===== config.mk =====
export PLATFORM = sky130hd
export DESIGN_NAME = pattern_sequencer_flat
export DESIGN_NICKNAME = d
export VERILOG_FILES = /design/src/rtl/pattern_sequencer_if.sv /design/src/rtl/pattern_sequencer.sv /design/src/flat_wrapper.sv
export SDC_FILE = /design/constraint.sdc
export NUM_CORES = 1
export LEC_CHECK = 0
export BUFFER_PORTS_ARGS = -buffer_cell sky130_fd_sc_hd__buf_2
export CORE_ASPECT_RATIO = 0.5
export CORE_MARGIN = 8
export CORE_UTILIZATION = 60
export CTS_CLUSTER_SIZE = 10
export DETAILED_ROUTE_END_ITERATION = 10
export PLACE_DENSITY_LB_ADDON = 0.15
export SLEW_MARGIN = 15
export SYNTH_ARGS = -nofsm -noshare
export SYNTH_HDL_FRONTEND = slang
export SYNTH_SLANG_ARGS = --single-unit

===== constraint.sdc =====
create_clock -name audio_tick -period 7.8 [get_ports audio_tick]
set_input_delay 1.17 -clock audio_tick [delete_from_list [all_inputs] [get_ports audio_tick]]
set_output_delay 1.17 -clock audio_tick [all_outputs]
set_load 0.02 [all_outputs]

===== src/rtl/pattern_sequencer_if.sv =====
// Pattern write bus for pattern_sequencer.
// The master side edits hit/accent cells; the sequencer is the slave.
interface pattern_sequencer_if #(
    parameter int CHANNELS = 4,
    parameter int STEPS    = 16
);
    localparam int SW = $clog2(STEPS);
    localparam int CW = (CHANNELS > 1) ? $clog2(CHANNELS) : 1;

    logic          wr_en;
    logic [CW-1:0] wr_chan;
    logic [SW-1:0] wr_step;
    logic          wr_hit;
    logic          wr_accent;

    modport master (
        output wr_en, wr_chan, wr_step, wr_hit, wr_accent
    );

    modport slave (
        input wr_en, wr_chan, wr_step, wr_hit, wr_accent
    );
endinterface


===== src/rtl/pattern_sequencer.sv =====
// Multi-channel step sequencer: plays one pattern column per advance
// pulse and issues registered one-tick trigger/accent pulses per voice.
module pattern_sequencer #(
    parameter int CHANNELS = 4,
    parameter int STEPS    = 16,
    parameter logic [CHANNELS*STEPS-1:0] DEFAULT_HITS    = '0,
    parameter logic [CHANNELS*STEPS-1:0] DEFAULT_ACCENTS = '0,
    localparam int SW = $clog2(STEPS)
) (
    input  logic                audio_tick,
    input  logic                reset,
    input  logic                advance,
    input  logic                run,
    input  logic                restart,
    input  logic [SW-1:0]       last_step,
    input  logic [CHANNELS-1:0] mute,
    pattern_sequencer_if.slave  wr,
    output logic [CHANNELS-1:0] trigger,
    output logic [CHANNELS-1:0] accent,
    output logic [SW-1:0]       step,
    output logic                bar_start
);
    localparam int CW = (CHANNELS > 1) ? $clog2(CHANNELS) : 1;

    logic [STEPS-1:0]    hit_mem [CHANNELS];
    logic [STEPS-1:0]    acc_mem [CHANNELS];
    logic                play;
    logic [SW-1:0]       p;
    logic [CHANNELS-1:0] hit_col;
    logic [CHANNELS-1:0] acc_col;

    // A shortened length wraps straight to step 0 instead of running on.
    always_comb begin
        play = advance & run;
        p    = (restart || step > last_step) ? '0 : step;
        hit_col = '0;
        acc_col = '0;
        for (int c = 0; c < CHANNELS; c++) begin
            hit_col[c] = hit_mem[c][p];
            acc_col[c] = acc_mem[c][p];
        end
    end

    always_ff @(posedge audio_tick) begin
        if (reset) begin
            step      <= '0;
            trigger   <= '0;
            accent    <= '0;
            bar_start <= 1'b0;
            for (int c = 0; c < CHANNELS; c++) begin
                hit_mem[c] <= DEFAULT_HITS[c*STEPS +: STEPS];
                acc_mem[c] <= DEFAULT_ACCENTS[c*STEPS +: STEPS];
            end
        end else begin
            if (play) begin
                trigger   <= hit_col & ~mute;
                accent    <= acc_col & hit_col & ~mute;
                bar_start <= (p == '0);
                step      <= (p >= last_step) ? '0 : p + SW'(1);
            end else begin
                trigger   <= '0;
                accent    <= '0;
                bar_start <= 1'b0;
                if (restart)
                    step <= '0;
            end
            // Channel numbers past CHANNELS match no row and are dropped.
            for (int c = 0; c < CHANNELS; c++) begin
                if (wr.wr_en && wr.wr_chan == CW'(c)) begin
                    hit_mem[c][wr.wr_step] <= wr.wr_hit;
                    acc_mem[c][wr.wr_step] <= wr.wr_accent;
                end
            end
        end
    end
endmodule


===== src/flat_wrapper.sv =====
// flat-port wrapper written by rule: the top's interface ports become plain ports
module pattern_sequencer_flat 
#(
    parameter int CHANNELS = 4,
    parameter int STEPS    = 16,
    parameter logic [CHANNELS*STEPS-1:0] DEFAULT_HITS    = '0,
    parameter logic [CHANNELS*STEPS-1:0] DEFAULT_ACCENTS = '0,
    localparam int SW = $clog2(STEPS)
)
  (audio_tick, reset, advance, run, restart, last_step, mute, trigger, accent, step, bar_start, wr_wr_en, wr_wr_chan, wr_wr_step, wr_wr_hit, wr_wr_accent);
  pattern_sequencer_if #(.CHANNELS(CHANNELS), .STEPS(STEPS)) wr_i ();
  input  logic audio_tick;
  input  logic reset;
  input  logic advance;
  input  logic run;
  input  logic restart;
  input  logic [SW-1:0] last_step;
  input  logic [CHANNELS-1:0] mute;
  output logic [CHANNELS-1:0] trigger;
  output logic [CHANNELS-1:0] accent;
  output logic [SW-1:0] step;
  output logic bar_start;
  input wire logic [$bits(wr_i.wr_en)-1:0] wr_wr_en;
  input wire logic [$bits(wr_i.wr_chan)-1:0] wr_wr_chan;
  input wire logic [$bits(wr_i.wr_step)-1:0] wr_wr_step;
  input wire logic [$bits(wr_i.wr_hit)-1:0] wr_wr_hit;
  input wire logic [$bits(wr_i.wr_accent)-1:0] wr_wr_accent;
  assign wr_i.wr_en = wr_wr_en;
  assign wr_i.wr_chan = wr_wr_chan;
  assign wr_i.wr_step = wr_wr_step;
  assign wr_i.wr_hit = wr_wr_hit;
  assign wr_i.wr_accent = wr_wr_accent;
  pattern_sequencer #(.CHANNELS(CHANNELS), .STEPS(STEPS), .DEFAULT_HITS(DEFAULT_HITS), .DEFAULT_ACCENTS(DEFAULT_ACCENTS)) u_core (.audio_tick(audio_tick), .reset(reset), .advance(advance), .run(run), .restart(restart), .last_step(last_step), .mute(mute), .wr(wr_i), .trigger(trigger), .accent(accent), .step(step), .bar_start(bar_start));
endmodule

# Yosys cells after proc, flatten, opt, wreduce, memory -nomap -nowiden
# Memory sizes are Yosys's and may differ from the RTL's.
# Cells that the tools add are included.
# op_classes
reduce_logical	10
bitwise	134
add_sub_neg	1
muxes	164
order_cmp	5
eq_ne	3
# ops
operator	n
two-way mux 1 bit	147
OR 1 bit	128
two-way mux 16 bit	4
binary-select mux 1 bit (select 4 bit)	8
two-way mux 4 bit	4
AND 4 bit	3
less-than comparator 4 x 5 -> 1 bit (second input constant)	2
logical AND 1 bit	5
adder 4 x 1 -> 4 bit (second input constant)	1
demux 1 bit (select 4 bit)	1
equality test 2 bit (second input constant)	2
>= comparator 4 x 1 -> 1 bit (second input constant)	1
>= comparator 4 bit	1
> comparator 4 bit	1
logical NOT 4 bit	1
inverter 4 bit	1
equality test 2 x 1 -> 1 bit (second input constant)	1
logical NOT 2 bit	1
nonzero test 2 bit	1
OR reduction 2 bit	1
AND 1 bit	1
logical OR 1 bit	1
inverter 1 bit	1
# word_totals
inputBits	22
ram_bits	128
n_memories	2
register_bits	13
# mem_list
memory	depth	word_bits	rd	rd_ports_with_merged_regs	wr	line_no	rtl
u_core.acc_mem	4	16	4	0	4	pattern_sequencer.sv:26	logic [STEPS-1:0] acc_mem [CHANNELS];
u_core.hit_mem	4	16	4	0	4	pattern_sequencer.sv:25	logic [STEPS-1:0] hit_mem [CHANNELS];

# Logic depth before layout (Yosys ltp)
# depth
depth_word	7
depth_mapped	15

# Worst setup path before layout
# OpenSTA, ideal clock, no wires.
# synth_path
path_type	input to register
start	in last_step[3]
end	reg u_core.step[2]
setup_slack_ns	3.918
t_arrival_ns	3.811
path_stages	13
required_time_ns	7.729
path_cell_list	inv_1 -> ha_1 -> a211oi_2 -> and2_2 -> a22oi_2 -> buf_6 -> ha_1 -> nand2b_1 -> a21o_1 -> a21o_1 -> a211oi_1 -> a32oi_1 -> a21oi_1
# synth_via
elab_chain_len	6
# synth_lines
item	line_no	rtl
from (decl)	flat_wrapper.sv:17	input logic [SW-1:0] last_step;
> comparator 4 bit	pattern_sequencer.sv:35	p = (restart || step > last_step) ? '0 : step;
logical OR 1 bit	pattern_sequencer.sv:35	
two-way mux 4 bit	pattern_sequencer.sv:35	
adder 4 x 1 -> 4 bit / >= comparator 4 bit (equally long branches)	pattern_sequencer.sv:59	step <= (p >= last_step) ? '0 : p + SW'(1);
two-way mux 4 bit (*)	pattern_sequencer.sv:59	
two-way mux 4 bit (*)	pattern_sequencer.sv:55	if (play) begin
to (signal assigned)	pattern_sequencer.sv:59	
to (decl)	pattern_sequencer.sv:20	output logic [SW-1:0] step,
# Every way passes the cells marked *; elsewhere a longest branch is shown, timed or not.
# A chain may end at the register's enable or synchronous reset.

# Worst setup path after layout
# Same ends and word-level chain as after synthesis.

==> reports/qor.yml <==
via_per_inst: 6.38
max_slew_margin_pct: 22.2
power_density_nw_per_um2: 212
whs_ps: 620
worst-path-buf-inv: 2
critPathMaxStageDelay_ps: 570
mappedNetlistArea_um2: 7550
outcome: "complete, no violations"
p_int_mw: 1.34
grt_pass1_wl_um: 28500
hold_start: "u_core.acc_mem[0][32]"
fin_util_pct: 65.7
finalSetupTns_ps: 0
p_sw_share_pct: 23.0
die_w_um: 175
worst_pin_slew_ps: 1170
seq_area_frac_synth_pct: 54.4
finalMaxSlewViolations: 0
clock_power_share_pct: 42.0
place.gp.congestion: 0.960
seqCellArea_um2: 4110
max_clock_freq_ghz: 0.252
setup_viol: 0
grt_pass1_vias: 4969
grt_use_total_pct: 22.7
yosysWarnings: 0
cts.path.max_buffers: 2
port_buffers: 34
synth_flop_cell: "edfxtp_1"
hold_path.class: "reg2reg"
combPwrFrac_pct: 7.8
dp_slack_ps: 3450
yosys.area.top_type: "edfxtp_1"
coreArea_um2: 12500
crit_path_start_kind: "input port"
syn_nets: 673
rows: 29
die_area_um2: 16600
path_class: "in2reg"
total_power_mw: 1.74
fin_nets: 672
initial_core_util_pct: 60.5
cts_tree: "done"
syn_inst: 641
synth-edff-count: 128
synth_top_area_share_pct: 50.9
postCtsHoldBufs: 0
clock_skew_ps: 6.70
worst_slack_ps: 3830
avgSynthCellArea_um2: 11.8
grt_max_degree: 65
gr-max-usage-layer: "met2"
synth_area_leaders: "edfxtp_1 (51%), and3_1 (7.4%), a21o_1 (4.7%)"
met1_usage_pct: 31.8
root_buffer: "clkbuf_16"
ant_nets: 0
drc_errors: 0
insertion_delay_ps: 410
cts.sinks: 141
final_hold_viol_count: 0
arrival_ps: 4310
drive_gt1_share_pct: 21.0
fin_area_um2: 8210
area_growth_pct: 8.70
seqPwrFrac_pct: 50.2
setup.worst_path.start: "last_step[3]"
grtUsageMet3_pct: 8.81
num_antenna_cells: 0
fin_crit_sh_pct: 50.8
grt-ovfl-total: 0
pin_count: 35
synth.distinct_cells: 60
drv_cap: 0
hpwl_um: 12000
fillers: 939
drt-wirelength-per-cell_um: 22.4
critPathMaxFanout: 13
p_switching_mw: 0.399
cts_buffers: 17
drt_pass1_iterations: 5
crit_family: "compound AO/OA/AOI/OAI gates"
rsz0062_at_grt: "false"
ys_ff_latch: 141
postCtsSetupRepairBufs: 0
path_cells: "buf_2 -> inv_1 -> ha_1 -> a211oi_2 -> and2_2 -> a22oi_2 -> ha_1 -> nand2b_1 -> a21o_1 -> a21o_1 -> a211oi_1 -> a32oi_1 -> a21oi_1"
clk_pin_slew_ps: 60
worstSetupEndpointType: "flip-flop"
num_vias: 5247
ir_drop_mv: 0.175
h-tree-depth: 4
multi_input_area_um2: 3100
drt_wl_total_um: 18400
cp_slowest_cell: "a211oi_1"
antenna_found_initial: 0
critPathRequiredTime_ps: 8140
die_h_um: 95.3
dpl-instance-area_um2: 7670
p_leak_nw: 3.44
layoutNonFillerInstCount: 822
met2_usage_pct: 32.8
cts-resized-gates: 0
r2r_start: "u_core.step[3]"
ys_async_sr_fraction_pct: 0
dp_cells: 791
drtIter0Drc: 667
fin_crit_ps: 3970
-- kinds of logic after synthesis --
family	share of synthesized area, %
muxes	6.88
DFF	54.4
AOI/OAI and AO/OA	12.7
and+or+nand+nor	19.6
adders and majority gates	1.66
buffers and inverters	4.86
-- cell usage after synthesis, types with 5 or more instances --
cell type	count
mux2i_1	20
or2_2	25
mux2_2	12
a21oi_1	10
edfxtp_1	128
dfxtp_1	13
buf_6	6
mux4_2	7
and2_1	43
nand3_1	8
inv_1	7
a21o_1	47
nand2_1	23
nor2_1	39
nand2b_1	7
clkbuf_1	45
and3_1	89
a221oi_1	8
ha_1	10
a211oi_1	9
o21ai_0	5
nor3_1	8
-- power groups by stage --
stage               sequential (mW)  combinational (mW)  clock (mW)
floorplan                     0.882              0.0933           0
global placement              0.886               0.131           0
detailed placement            0.887               0.133           0
CTS                           0.872               0.134       0.729
global route                  0.874               0.147       0.766
finish                        0.872               0.136       0.729
-- flip-flops by register name, indices dropped and copies added (netlist names) --
register and count:
u_core.acc_mem 64, u_core.accent 4, u_core.bar_start 1, u_core.hit_mem 64, u_core.step 4, u_core.trigger 4
-- layout make-up --
class,count,area share [%]
Inverter,8,0.366
Tap cell,170,2.59
Clock buffer,22,5.41
Multi-Input combinational cell,429,37.8
Sequential cell,141,50.0
Clock inverter,9,0.884
Timing Repair Buffer,43,2.90
-- worst min-delay path: cells and delay by family (launching register included) --
| kind | cells | cell delay, ps |
|---|---|---|
| DFF | 1 | 330 |
| AOI/OAI and AO/OA | 2 | 270 |
-- placed cells by master, fill, tap and decap left out, types with 4 or more instances in the layout --
cell	count
o311ai_0	4
ha_1	10
a21o_1	47
edfxtp_1	128
mux2_2	12
and3_1	89
a311o_1	4
nor3_2	5
nand2_1	23
mux2i_1	20
clkinv_2	4
clkbuf_1	5
buf_2	34
o21ai_0	5
dfxtp_1	12
and2_1	43
buf_4	9
nand2b_1	7
a211oi_1	9
o22ai_1	4
a21oi_1	10
nand3_1	8
clkbuf_16	17
mux4_2	7
o2111ai_1	4
nor2_1	39
o211a_1	4
or2_2	25
inv_1	7
a221oi_1	8
-- per-layer routing --
metal	vias to the layer above	wire length (um)
met2	256	7720
met3	20	2110
met1	2575	8380
met5	-	0
met4	0	209
li1	2396	-
-- worst paths after layout --
kind / end / slack (ps) / cells past startpoint
worst max-delay path: u_core.step[2] / 3830 / 13
worst min-delay path: u_core.accent[2] / 620 / 2
worst max register to register: u_core.step[2] / 4010 / 11
worst min register to register: u_core.accent[2] / 620 / 2
Note: power is estimated with default switching activity, not from simulation.
